==> config.mk <==
export PLATFORM = sky130hd
export DESIGN_NAME = capture_ctrl
export DESIGN_NICKNAME = d
export VERILOG_FILES = /design/src/rtl/capture_ctrl.sv
export SDC_FILE = /design/constraint.sdc
export NUM_CORES = 1
export LEC_CHECK = 0
export CAP_MARGIN = 5
export CORE_MARGIN = 1
export CORE_UTILIZATION = 45
export DETAILED_ROUTE_END_ITERATION = 6
export PLACE_DENSITY = 0.7
export SLEW_MARGIN = 20
export SYNTH_ARGS = -nofsm -noshare
export SYNTH_HDL_FRONTEND = slang
export SYNTH_SLANG_ARGS = --single-unit
==> constraint.sdc <==
create_clock -name clk -period 8.8 [get_ports clk]
set_input_delay 2.64 -clock clk [delete_from_list [all_inputs] [get_ports clk]]
set_output_delay 2.64 -clock clk [all_outputs]
set_load 0.02 [all_outputs]
==> src/rtl/capture_ctrl.sv <==
// capture_ctrl: sequences one capture frame through a simple dual-port sample RAM.
// ADC samples are written circularly. pretrig_len samples are kept ahead of the
// trigger, and the rest of the frame is filled after it. The whole frame is then
// streamed out oldest-first over a valid/ready port, with one RAM read in flight.
module capture_ctrl #(
    parameter int DATA_WIDTH = 10,
    parameter int ADDR_WIDTH = 14,
    parameter int RD_LATENCY = 1
) (
    input  logic                  clk,
    input  logic                  reset,
    input  logic                  arm,
    input  logic                  abort,
    input  logic                  force_trig,
    input  logic                  trig_slope,
    input  logic [DATA_WIDTH-1:0] trig_level,
    input  logic [ADDR_WIDTH-1:0] pretrig_len,
    input  logic [DATA_WIDTH-1:0] adc_data,
    input  logic                  adc_valid,
    output logic [DATA_WIDTH-1:0] ram_wdata,
    output logic [ADDR_WIDTH-1:0] ram_waddr,
    output logic                  ram_we,
    output logic [ADDR_WIDTH-1:0] ram_raddr,
    output logic                  ram_re,
    input  logic [DATA_WIDTH-1:0] ram_rdata,
    output logic [DATA_WIDTH-1:0] out_data,
    output logic                  out_valid,
    input  logic                  out_ready,
    output logic                  out_last,
    output logic                  busy,
    output logic [2:0]            state_o
);

    localparam int DEPTH = 2 ** ADDR_WIDTH;
    // Sample counters must reach DEPTH itself (plen = 0), so they carry one extra bit.
    localparam int CW = ADDR_WIDTH + 1;
    localparam logic [CW-1:0]         DEPTH_C  = CW'(DEPTH);
    localparam logic [ADDR_WIDTH-1:0] LAST_IDX = ADDR_WIDTH'(DEPTH - 1);
    localparam int LW = $clog2(RD_LATENCY + 1);
    localparam logic [LW-1:0] LAT_C = LW'(RD_LATENCY);

    typedef enum logic [2:0] {
        IDLE      = 3'd0,
        PREFILL   = 3'd1,
        WAIT_TRIG = 3'd2,
        POST      = 3'd3,
        READ      = 3'd4
    } state_t;

    state_t                  state_q, state_d;
    logic [ADDR_WIDTH-1:0]   wptr_q, wptr_d;
    logic [CW-1:0]           cnt_q, cnt_d;
    logic [ADDR_WIDTH-1:0]   plen_q, plen_d;
    logic [DATA_WIDTH-1:0]   prev_q, prev_d;
    logic                    prev_vld_q, prev_vld_d;
    logic [ADDR_WIDTH-1:0]   tptr_q, tptr_d;
    logic [ADDR_WIDTH-1:0]   rptr_q, rptr_d;
    logic [ADDR_WIDTH-1:0]   rcnt_q, rcnt_d;
    logic                    rd_pend_q, rd_pend_d;
    logic [LW-1:0]           lat_q, lat_d;
    logic                    ram_re_q, ram_re_d;
    logic [ADDR_WIDTH-1:0]   ram_raddr_q, ram_raddr_d;
    logic [DATA_WIDTH-1:0]   out_data_q, out_data_d;
    logic                    out_valid_q, out_valid_d;
    logic                    out_last_q, out_last_d;
    logic                    busy_q, busy_d;

    logic                    capturing;
    logic                    wr_en;
    logic [CW-1:0]           cnt_inc;
    logic [CW-1:0]           post_len;
    logic                    rise_hit;
    logic                    fall_hit;
    logic                    edge_hit;
    logic                    enter_read;

    // Write side is purely combinational from the current state and ADC port.
    assign capturing = (state_q == PREFILL) || (state_q == WAIT_TRIG) || (state_q == POST);
    assign wr_en     = capturing && adc_valid;
    assign ram_we    = wr_en;
    assign ram_waddr = wptr_q;
    assign ram_wdata = capturing ? adc_data : '0;

    // Count including the write happening this cycle, so a phase ends on the exact
    // write that completes it rather than one write late.
    assign cnt_inc  = cnt_q + CW'(wr_en);
    assign post_len = DEPTH_C - {1'b0, plen_q};

    // Edge detection against the previous valid sample; needs one sample of history.
    assign rise_hit = prev_vld_q && (prev_q < trig_level) && (adc_data >= trig_level);
    assign fall_hit = prev_vld_q && (prev_q > trig_level) && (adc_data <= trig_level);
    assign edge_hit = adc_valid && (trig_slope ? fall_hit : rise_hit);

    // Next-state logic for the sequencer, pointers and output stage.
    always_comb begin
        // NOTE: every _d starts from its hold value so no branch can leave one unassigned and infer a latch.
        state_d     = state_q;
        wptr_d      = wptr_q;
        cnt_d       = cnt_q;
        plen_d      = plen_q;
        prev_d      = prev_q;
        prev_vld_d  = prev_vld_q;
        tptr_d      = tptr_q;
        rptr_d      = rptr_q;
        rcnt_d      = rcnt_q;
        rd_pend_d   = rd_pend_q;
        lat_d       = lat_q;
        ram_re_d    = 1'b0;
        ram_raddr_d = ram_raddr_q;
        out_data_d  = out_data_q;
        out_valid_d = out_valid_q;
        enter_read  = 1'b0;

        if (wr_en) begin
            wptr_d     = wptr_q + ADDR_WIDTH'(1);
            prev_d     = adc_data;
            prev_vld_d = 1'b1;
        end

        // Read pipeline: a read issued last cycle lands RD_LATENCY edges after issue.
        if (ram_re_q) begin
            rd_pend_d = 1'b1;
            lat_d     = LW'(1);
        end else if (rd_pend_q) begin
            if (lat_q == LAT_C) begin
                out_data_d  = ram_rdata;
                out_valid_d = 1'b1;
                rd_pend_d   = 1'b0;
            end else begin
                lat_d = lat_q + LW'(1);
            end
        end

        case (state_q)
            IDLE: begin
                if (arm) begin
                    state_d    = PREFILL;
                    // The port is ADDR_WIDTH bits wide, so it is already bounded by DEPTH-1.
                    plen_d     = pretrig_len;
                    cnt_d      = '0;
                    prev_vld_d = 1'b0;
                end
            end
            PREFILL: begin
                cnt_d = cnt_inc;
                if ((plen_q == '0) || (cnt_inc == {1'b0, plen_q})) begin
                    state_d = WAIT_TRIG;
                end
            end
            WAIT_TRIG: begin
                if (force_trig || edge_hit) begin
                    tptr_d = wptr_q;
                    cnt_d  = CW'(wr_en);
                    if (CW'(wr_en) == post_len) begin
                        enter_read = 1'b1;
                    end else begin
                        state_d = POST;
                    end
                end
            end
            POST: begin
                cnt_d = cnt_inc;
                if (cnt_inc == post_len) begin
                    enter_read = 1'b1;
                end
            end
            READ: begin
                if (out_valid_q && out_ready) begin
                    out_valid_d = 1'b0;
                    rptr_d      = rptr_q + ADDR_WIDTH'(1);
                    rcnt_d      = rcnt_q + ADDR_WIDTH'(1);
                    if (rcnt_q == LAST_IDX) begin
                        state_d = IDLE;
                    end else begin
                        ram_re_d    = 1'b1;
                        ram_raddr_d = rptr_d;
                    end
                end
            end
            default: state_d = IDLE;
        endcase

        // Frame complete: oldest sample sits plen slots before the trigger address.
        if (enter_read) begin
            state_d     = READ;
            rptr_d      = tptr_d - plen_q;
            rcnt_d      = '0;
            ram_re_d    = 1'b1;
            ram_raddr_d = rptr_d;
        end

        // Abort wins over everything else and discards any read still in flight.
        if (abort) begin
            state_d     = IDLE;
            out_valid_d = 1'b0;
            ram_re_d    = 1'b0;
            rd_pend_d   = 1'b0;
        end
    end

    assign out_last_d = out_valid_d && (rcnt_d == LAST_IDX);
    assign busy_d     = (state_d != IDLE);

    // Register all state and outputs; synchronous reset.
    always_ff @(posedge clk) begin
        // NOTE: non-blocking assignments so every flop captures its pre-edge _d value regardless of order.
        if (reset) begin
            state_q     <= IDLE;
            wptr_q      <= '0;
            cnt_q       <= '0;
            plen_q      <= '0;
            prev_q      <= '0;
            prev_vld_q  <= 1'b0;
            tptr_q      <= '0;
            rptr_q      <= '0;
            rcnt_q      <= '0;
            rd_pend_q   <= 1'b0;
            lat_q       <= '0;
            ram_re_q    <= 1'b0;
            ram_raddr_q <= '0;
            out_data_q  <= '0;
            out_valid_q <= 1'b0;
            out_last_q  <= 1'b0;
            busy_q      <= 1'b0;
        end else begin
            state_q     <= state_d;
            wptr_q      <= wptr_d;
            cnt_q       <= cnt_d;
            plen_q      <= plen_d;
            prev_q      <= prev_d;
            prev_vld_q  <= prev_vld_d;
            tptr_q      <= tptr_d;
            rptr_q      <= rptr_d;
            rcnt_q      <= rcnt_d;
            rd_pend_q   <= rd_pend_d;
            lat_q       <= lat_d;
            ram_re_q    <= ram_re_d;
            ram_raddr_q <= ram_raddr_d;
            out_data_q  <= out_data_d;
            out_valid_q <= out_valid_d;
            out_last_q  <= out_last_d;
            busy_q      <= busy_d;
        end
    end

    assign ram_re    = ram_re_q;
    assign ram_raddr = ram_raddr_q;
    assign out_data  = out_data_q;
    assign out_valid = out_valid_q;
    assign out_last  = out_last_q;
    assign busy      = busy_q;
    assign state_o   = state_q;

endmodule

==> qor.yml, run 1 <==
syn_inst: 1016
worst_ep_required_time_ns: 6.16
hold_violations: 0
layout_net_count: 1179
arrival_ns: 4.73
share_of_the_yosys_chip_area_belonging_to_registers_pct: 32.34
number_of_pins_exceeding_their_max_slew_limit_in_the_final_report: 0
synthSimpleGateAreaFrac_pct: 26.37
crit_fanout: 20
die_width_um: 135.2
coreArea_um2: 17300
end_kind: "output pin"
share_seq_of_total_power_pct: 40.5
ys_dominant_reg_cell: "sky130_fd_sc_hd__dfxtp_1"
die-area_um2: 18280
groute.usage.overall_pct: 22.83
floorplan.initialDensity_pct: 46.17
ctsLongestPathBuffers: 2
vias: 7255
drc_violations_left: 0
p_per_area_nw_per_um2: 154.1
layout-drive-gt1-share_pct: 6.733
min-delay-path-class: "register to register"
worst-r2r-setup-slack_ns: 3.70
power.share.switching_pct: 25.21
maxSlewHeadroom_pct: 29.94
path_class: "primary input to output pin"
mappedNetlistArea_um2: 7986
drt-total-wl_um: 20110
fmax_mhz: 135.7
synthDistinctLibCells: 72
post_synthesis_compound_gate_area_fraction_pct: 16.61
setup.worst_path.start_class: "primary input"
syn_avg_cell_area_um2: 7.861
detailed_place_hpwl_um: 14790
max_slew.worst_pin.slew_ns: 1.047
yosys.area_share.adder_pct: 6.361
cts.root.buffer_cell: "sky130_fd_sc_hd__clkbuf_16"
postSynth.asyncResetShare_pct: 0
total_switching_power_uw: 376.8
grt_overflow_total: 0
detail-route-antenna-nets: 0
synth_xor_area_share_pct: 11.17
hold_end: "out_data[8]"
sink_count_of_the_clock_tree: 129
pin_count_of_the_biggest_net_entering_global_routing: 83
global_route_wire_length_before_repair_um: 32910
num_io_pins: 108
leakage_nw: 3.498
rsz0062_at_grt: "false"
routed_wire_length_per_instance_um: 15.19
placed_area_um2: 9117
number_of_global_route_vias_before_repair: 6663
cts_hold_repair.buffers: 0
final_setup_vio_count: 0
ctsHtreeMaxLevel: 4
synth-warning-count: 0
final_area_um2: 9699
n_antenna_cell: 0
post_cts_buffers: 0
floorplan.die.height_um: 135.2
hold_path_startpoint: "out_data[8]"
post_cts_resize_count: 0
muxShareOfSynthArea_pct: 2.084
startpoint_of_the_most_critical_register_to_register_path: "state_o[2]"
synth_enable_flop_cells: 0
power_report.internal_total_mw: 1.118
via_per_instance_ratio: 5.480
fin_crit_sh_pct: 83.73
gp_congestion: 0.9003
r2r_end: "ram_raddr[13]"
clock_latency_ns: 0.42
cts_buffer_count: 17
hold_path_depth: 2
power_frac_clock_pct: 46.5
mappedNetlistNets: 1108
postSynthRegisterBits: 129
std_cell_rows: 48
post_layout_power_mw: 1.494
drv_cap: 0
clk_transition_reported_paths_ns: 0.06
finalClockSkew_ns: 0.007310
run_status: "finished clean"
dominant_combinational_cell_family_by_area_after_synthesis: "simple AND/OR/NAND/NOR gates"
antenna_violations_before_repair: 0
sum_of_negative_setup_slack_ns: 0
peakVddDrop_mv: 0.1483
final_period_minus_worst_setup_slack_ns: 7.368
r2r_cells: 14
drtIter0Drc: 477
flow.area_growth_from_synthesis_pct: 21.45
detail_route.first_pass.iterations: 7
combPwrFrac_pct: 13.0
buffer_ports.inserted: 107
cts_tree: "yes"
==> worst max-delay path by stage <==
| stage | from | endpoint | cells past startpoint |
|---|---|---|---|
| floorplan | trig_level[8] | ram_raddr[13] | 19 |
| global placement | trig_level[8] | ram_raddr[13] | 19 |
| detailed placement | trig_level[8] | ram_raddr[13] | 19 |
| CTS | adc_valid | ram_we | 4 |
| global route | trig_level[9] | ram_raddr[13] | 19 |
| finish | adc_valid | ram_we | 4 |
==> stage by stage <==
stage	instances	hold WS (ns)	utilization [%]	setup WS [ns]
3_3_place_gp	1293	0.4415	52.71	1.196
5_1_grt	1324	0.4727	56.08	1.056
2_1_floorplan	1016	0.4363	-	1.774
4_1_cts	1324	0.4541	56.08	1.427
6_report	1324	0.4561	56.08	1.432
3_5_place_dp	1293	0.4461	52.71	1.033
==> final cells by class <==
cell class                      instances  area (um^2)
Inverter                               38        142.6
Multi-Input combinational cell        789         5005
Tap cell                              225        281.5
Timing Repair Buffer                  112         1106
Clock inverter                          8        103.9
Fill cell                            1596         7597
Clock buffer                           23        478.0
Sequential cell                       129         2582
==> logic make-up after synthesis <==
family,count (synthesis)
and+or+nand+nor,429
buffers and inverters,98
xor gates and xnor gates,97
DFF,129
adders and majority gates,40
AOI/OAI and AO/OA,208
muxes,15
==> power by group through the flow <==
stage / Clock [mW] / Combinational [mW] / Sequential (mW)
after floorplan: 0 / 0.136 / 0.607
after global placement: 0 / 0.191 / 0.616
after detailed placement: 0 / 0.192 / 0.617
after CTS: 0.708 / 0.194 / 0.604
after global routing: 0.742 / 0.215 / 0.605
final: 0.695 / 0.195 / 0.605
==> flip-flops by register name (all words and copies together), names as in the netlist <==
register and cells:
busy 1, cnt_q 15, lat_q 1, out_data 10, out_last 1, out_valid 1, plen_q 14, prev_q 10
prev_vld_q 1, ram_raddr 14, ram_re 1, ram_waddr 14, rcnt_q 14, rd_pend_q 1, rptr_q 14, state_o 3
tptr_q 14
==> cell usage in the layout, fill, tap and decap left out, types with 10 or more instances in the layout <==
| cell | instances |
|---|---|
| sky130_fd_sc_hd__nor3_1 | 31 |
| sky130_fd_sc_hd__xor2_1 | 43 |
| sky130_fd_sc_hd__and2_1 | 10 |
| sky130_fd_sc_hd__nand3_1 | 44 |
| sky130_fd_sc_hd__clkdlybuf4s50_1 | 106 |
| sky130_fd_sc_hd__xnor2_1 | 51 |
| sky130_fd_sc_hd__nor4_1 | 11 |
| sky130_fd_sc_hd__and3_1 | 13 |
| sky130_fd_sc_hd__nor2_1 | 76 |
| sky130_fd_sc_hd__inv_1 | 37 |
| sky130_fd_sc_hd__o211ai_1 | 12 |
| sky130_fd_sc_hd__nand4_1 | 14 |
| sky130_fd_sc_hd__clkbuf_16 | 17 |
| sky130_fd_sc_hd__a21oi_1 | 103 |
| sky130_fd_sc_hd__mux2_2 | 13 |
| sky130_fd_sc_hd__nor2b_1 | 18 |
| sky130_fd_sc_hd__ha_1 | 39 |
| sky130_fd_sc_hd__nand2b_1 | 20 |
| sky130_fd_sc_hd__o21ai_0 | 26 |
| sky130_fd_sc_hd__dfxtp_1 | 129 |
| sky130_fd_sc_hd__nand2_1 | 149 |
==> synth_stat cells (10+ instances only) <==
cell | number | area share, %
sky130_fd_sc_hd__and2_1 | 10 | 0.78
sky130_fd_sc_hd__xnor2_1 | 51 | 5.6
sky130_fd_sc_hd__inv_1 | 37 | 1.7
sky130_fd_sc_hd__nand4_1 | 14 | 1.1
sky130_fd_sc_hd__ha_1 | 39 | 6.1
sky130_fd_sc_hd__nor2b_1 | 18 | 1.4
sky130_fd_sc_hd__o211ai_1 | 12 | 1.1
sky130_fd_sc_hd__xor2_1 | 43 | 4.7
sky130_fd_sc_hd__and3_1 | 13 | 1.0
sky130_fd_sc_hd__nand3_1 | 44 | 2.8
sky130_fd_sc_hd__mux2_2 | 13 | 1.8
sky130_fd_sc_hd__a21oi_1 | 103 | 6.5
sky130_fd_sc_hd__o21ai_0 | 26 | 1.6
sky130_fd_sc_hd__nor4_1 | 11 | 0.86
sky130_fd_sc_hd__nor2_1 | 76 | 3.6
sky130_fd_sc_hd__dfxtp_1 | 129 | 32
sky130_fd_sc_hd__nor3_1 | 31 | 1.9
sky130_fd_sc_hd__clkbuf_1 | 48 | 2.3
sky130_fd_sc_hd__nand2_1 | 149 | 7.0
sky130_fd_sc_hd__nand2b_1 | 20 | 1.6
==> layer usage <==
metal	track usage, %	vias up	part of all wire [%]
li1	-	3682	-
met1	29.52	3360	47
met2	38.15	191	47
met3	5.088	22	4.8
met4	5.930	0	1.1
met5	0	-	0
==> critical path, stage by stage <==
cell                              delay [ns]
sky130_fd_sc_hd__clkdlybuf4s50_1        0.61
sky130_fd_sc_hd__nand2_1                0.35
sky130_fd_sc_hd__inv_2                  0.43
sky130_fd_sc_hd__clkdlybuf4s50_1        0.69
No activity file was read; power rests on OpenSTA's default activity.
==> inputs of run 2 (changes only) <==
==> constraint.sdc (replaced) <==
create_clock -name clk -period 7.1 [get_ports clk]
set_input_delay 2.13 -clock clk [delete_from_list [all_inputs] [get_ports clk]]
set_output_delay 2.13 -clock clk [all_outputs]
set_load 0.02 [all_outputs]
==> run 2 against run 1 <==
  * Core utilization increased by 0.49 points
  * Sequential cell count unchanged
  * Sequential power increased by 24%
  * Power increased by 28%
  * Setup slack got worse by 0.91 ns
  * Sequential share of layout area decreased by 0.23 points
  * Largest cell class unchanged
  * Die area unchanged
  * Cell area increased by 0.88%
  * Final cell count increased by 0.30%
  * Count of clock-buffer cells in the layout decreased by 2
  * Combinational power increased by 25%
  * Non-clock buffer count increased by 3
==> qor.yml, run 2 (synthesized netlist as in run 1, its figures left out) <==
run_status: "finished clean"
drc_violations_left: 0
drv_cap: 0
path_class: "primary input to register"
groute.usage.overall_pct: 22.74
vias: 7270
post_cts_resize_count: 0
n_fill_cell: 1613
buffer_ports.inserted: 107
setup.worst_path.start_class: "primary input"
antenna_violations_before_repair: 0
largest_register_ffs: 15
std_cell_rows: 48
detail-route-antenna-nets: 0
highest_count_cells_in_the_layout_ignoring_fill_and_taps: "sky130_fd_sc_hd__nand2_1, sky130_fd_sc_hd__dfxtp_1, sky130_fd_sc_hd__clkdlybuf4s50_1"
coreArea_um2: 17300
final_period_minus_worst_setup_slack_ns: 6.583
num_io_pins: 108
wirelength_met1_um: 9221
preCtsSetupSlack_ns: 0.09977
leakage_nw: 3.541
cts.root.buffer_cell: "sky130_fd_sc_hd__clkbuf_16"
clk_transition_reported_paths_ns: 0.06
detail_route.first_pass.iterations: 5
rsz0062_at_grt: "false"
pin_count_of_the_biggest_net_entering_global_routing: 60
clock_latency_ns: 0.43
fin_crit_sh_pct: 92.71
p_per_area_nw_per_um2: 195.9
via_per_instance_ratio: 5.474
finalClockSkew_ns: 0.007224
met2_wirelength_from_detailed_routing_um: 9596
arrival_ns: 6.89
sink_count_of_the_clock_tree: 129
die_width_um: 135.2
number_of_pins_exceeding_their_max_slew_limit_in_the_final_report: 0
n_antenna_cell: 0
hold_ws_ns: 0.4513
final_util_pct: 56.57
flow.area_growth_from_synthesis_pct: 22.51
detailed_place_hpwl_um: 14810
grt_overflow_total: 0
cts_hold_repair.buffers: 0
drtIter0Drc: 478
cts_tree: "yes"
layout-drive-gt1-share_pct: 7.344
routed_wire_length_per_instance_um: 15.19
max_slew.worst_pin.slew_ns: 1.089
layout_net_count: 1182
gp_congestion: 0.9298
final_cell_count_no_fill: 1328
hold_violations: 0
floorplan.initialDensity_pct: 46.17
registers.top_by_ff_count: "cnt_q"
top_layer: "met4"
number_of_global_route_vias_before_repair: 6667
crit_fanout: 14
die-area_um2: 18280
maxSlewHeadroom_pct: 27.10
post_cts_buffers: 0
cts_buffer_count: 17
ctsHtreeMaxLevel: 4
post-place-cells: 1296
fmax_mhz: 151.9
final_setup_vio_count: 0
finalWorstSetupSlack_ns: 0.5174
dr_wl_met3_um: 925
sum_of_negative_setup_slack_ns: 0
mostFrequentLayoutCell: "sky130_fd_sc_hd__nand2_1"
drt-total-wl_um: 20180
end_kind: "register"
global_route_wire_length_before_repair_um: 32930
peakVddDrop_mv: 0.1600
worst_ep_required_time_ns: 7.41
floorplan.die.height_um: 135.2
min-delay-path-class: "register to register"
ctsLongestPathBuffers: 2
run 2: changes by cell type in the layout (fill, tap and decap cells not counted):
cell	change
sky130_fd_sc_hd__clkinv_4	+2
sky130_fd_sc_hd__buf_12	+1
sky130_fd_sc_hd__clkbuf_8	+1
sky130_fd_sc_hd__clkbuf_1	-3
sky130_fd_sc_hd__bufinv_16	+1
sky130_fd_sc_hd__buf_4	+2
run 2: stage by stage:
| stage | area [um^2] | power, mW |
|---|---|---|
| 6_report | 9784 | 1.916 |
| 5_1_grt | 9784 | 1.993 |
| 4_1_cts | 9784 | 1.931 |
| 3_5_place_dp | 9153 | 1.005 |
| 3_3_place_gp | 9153 | 1.002 |
| 2_1_floorplan | 7986 | 0.9210 |
run 2: worst max-delay path, cell delays in order:
cell and delay [ns]:
sky130_fd_sc_hd__clkdlybuf4s50_1 0.47, sky130_fd_sc_hd__inv_1 0.06, sky130_fd_sc_hd__ha_1 0.29, sky130_fd_sc_hd__and3_1 0.19, sky130_fd_sc_hd__nand4_1 0.13, sky130_fd_sc_hd__or2_2 0.32, sky130_fd_sc_hd__and3_1 0.15, sky130_fd_sc_hd__o221a_2 0.35
sky130_fd_sc_hd__nor2_1 0.29, sky130_fd_sc_hd__buf_12 0.19, sky130_fd_sc_hd__mux2_2 0.35, sky130_fd_sc_hd__ha_1 0.35, sky130_fd_sc_hd__o21a_1 0.12, sky130_fd_sc_hd__o31ai_1 0.08, sky130_fd_sc_hd__a211o_1 0.29, sky130_fd_sc_hd__a31o_2 0.22
sky130_fd_sc_hd__o21ai_0 0.35, sky130_fd_sc_hd__nor2_1 0.06, sky130_fd_sc_hd__and4b_1 0.22, sky130_fd_sc_hd__a211o_1 0.25
run 2: layout make-up:
cell class,instances,area (um^2),share of cell area [%]
multi-input cells,789,5005,51.15
flip-flops and latches,129,2582,26.39
repair buffers,115,1141,11.66
clock buffers,21,480.5,4.910
well taps,225,281.5,2.877
clock inverters,11,151.4,1.547
inverters,38,142.6,1.458
run 2: final timing paths:
kind | to | start | slack [ns] | cells past startpoint
setup reg to reg | ram_raddr[13] | prev_q[4] | 2.52 | 18
setup / recovery | ram_raddr[13] | trig_level[8] | 0.52 | 20
hold / removal | out_data[8] | out_data[8] | 0.45 | 2
hold reg to reg | out_data[8] | out_data[8] | 0.45 | 2
run 2: power breakdown:
part / switching (mW) / total, mW / internal [mW]
Sequential: 0.0170 / 0.749 / 0.732
Clock: 0.334 / 0.925 / 0.590
Combinational: 0.131 / 0.243 / 0.112
Total: 0.482 / 1.92 / 1.43
run 2: metal layers:
| layer | GRT usage, % | up-vias |
|---|---|---|
| met5 | 0 | - |
| met4 | 8.177 | 0 |
| met3 | 4.863 | 31 |
| met2 | 37.52 | 167 |
| met1 | 29.09 | 3380 |
| li1 | - | 3692 |
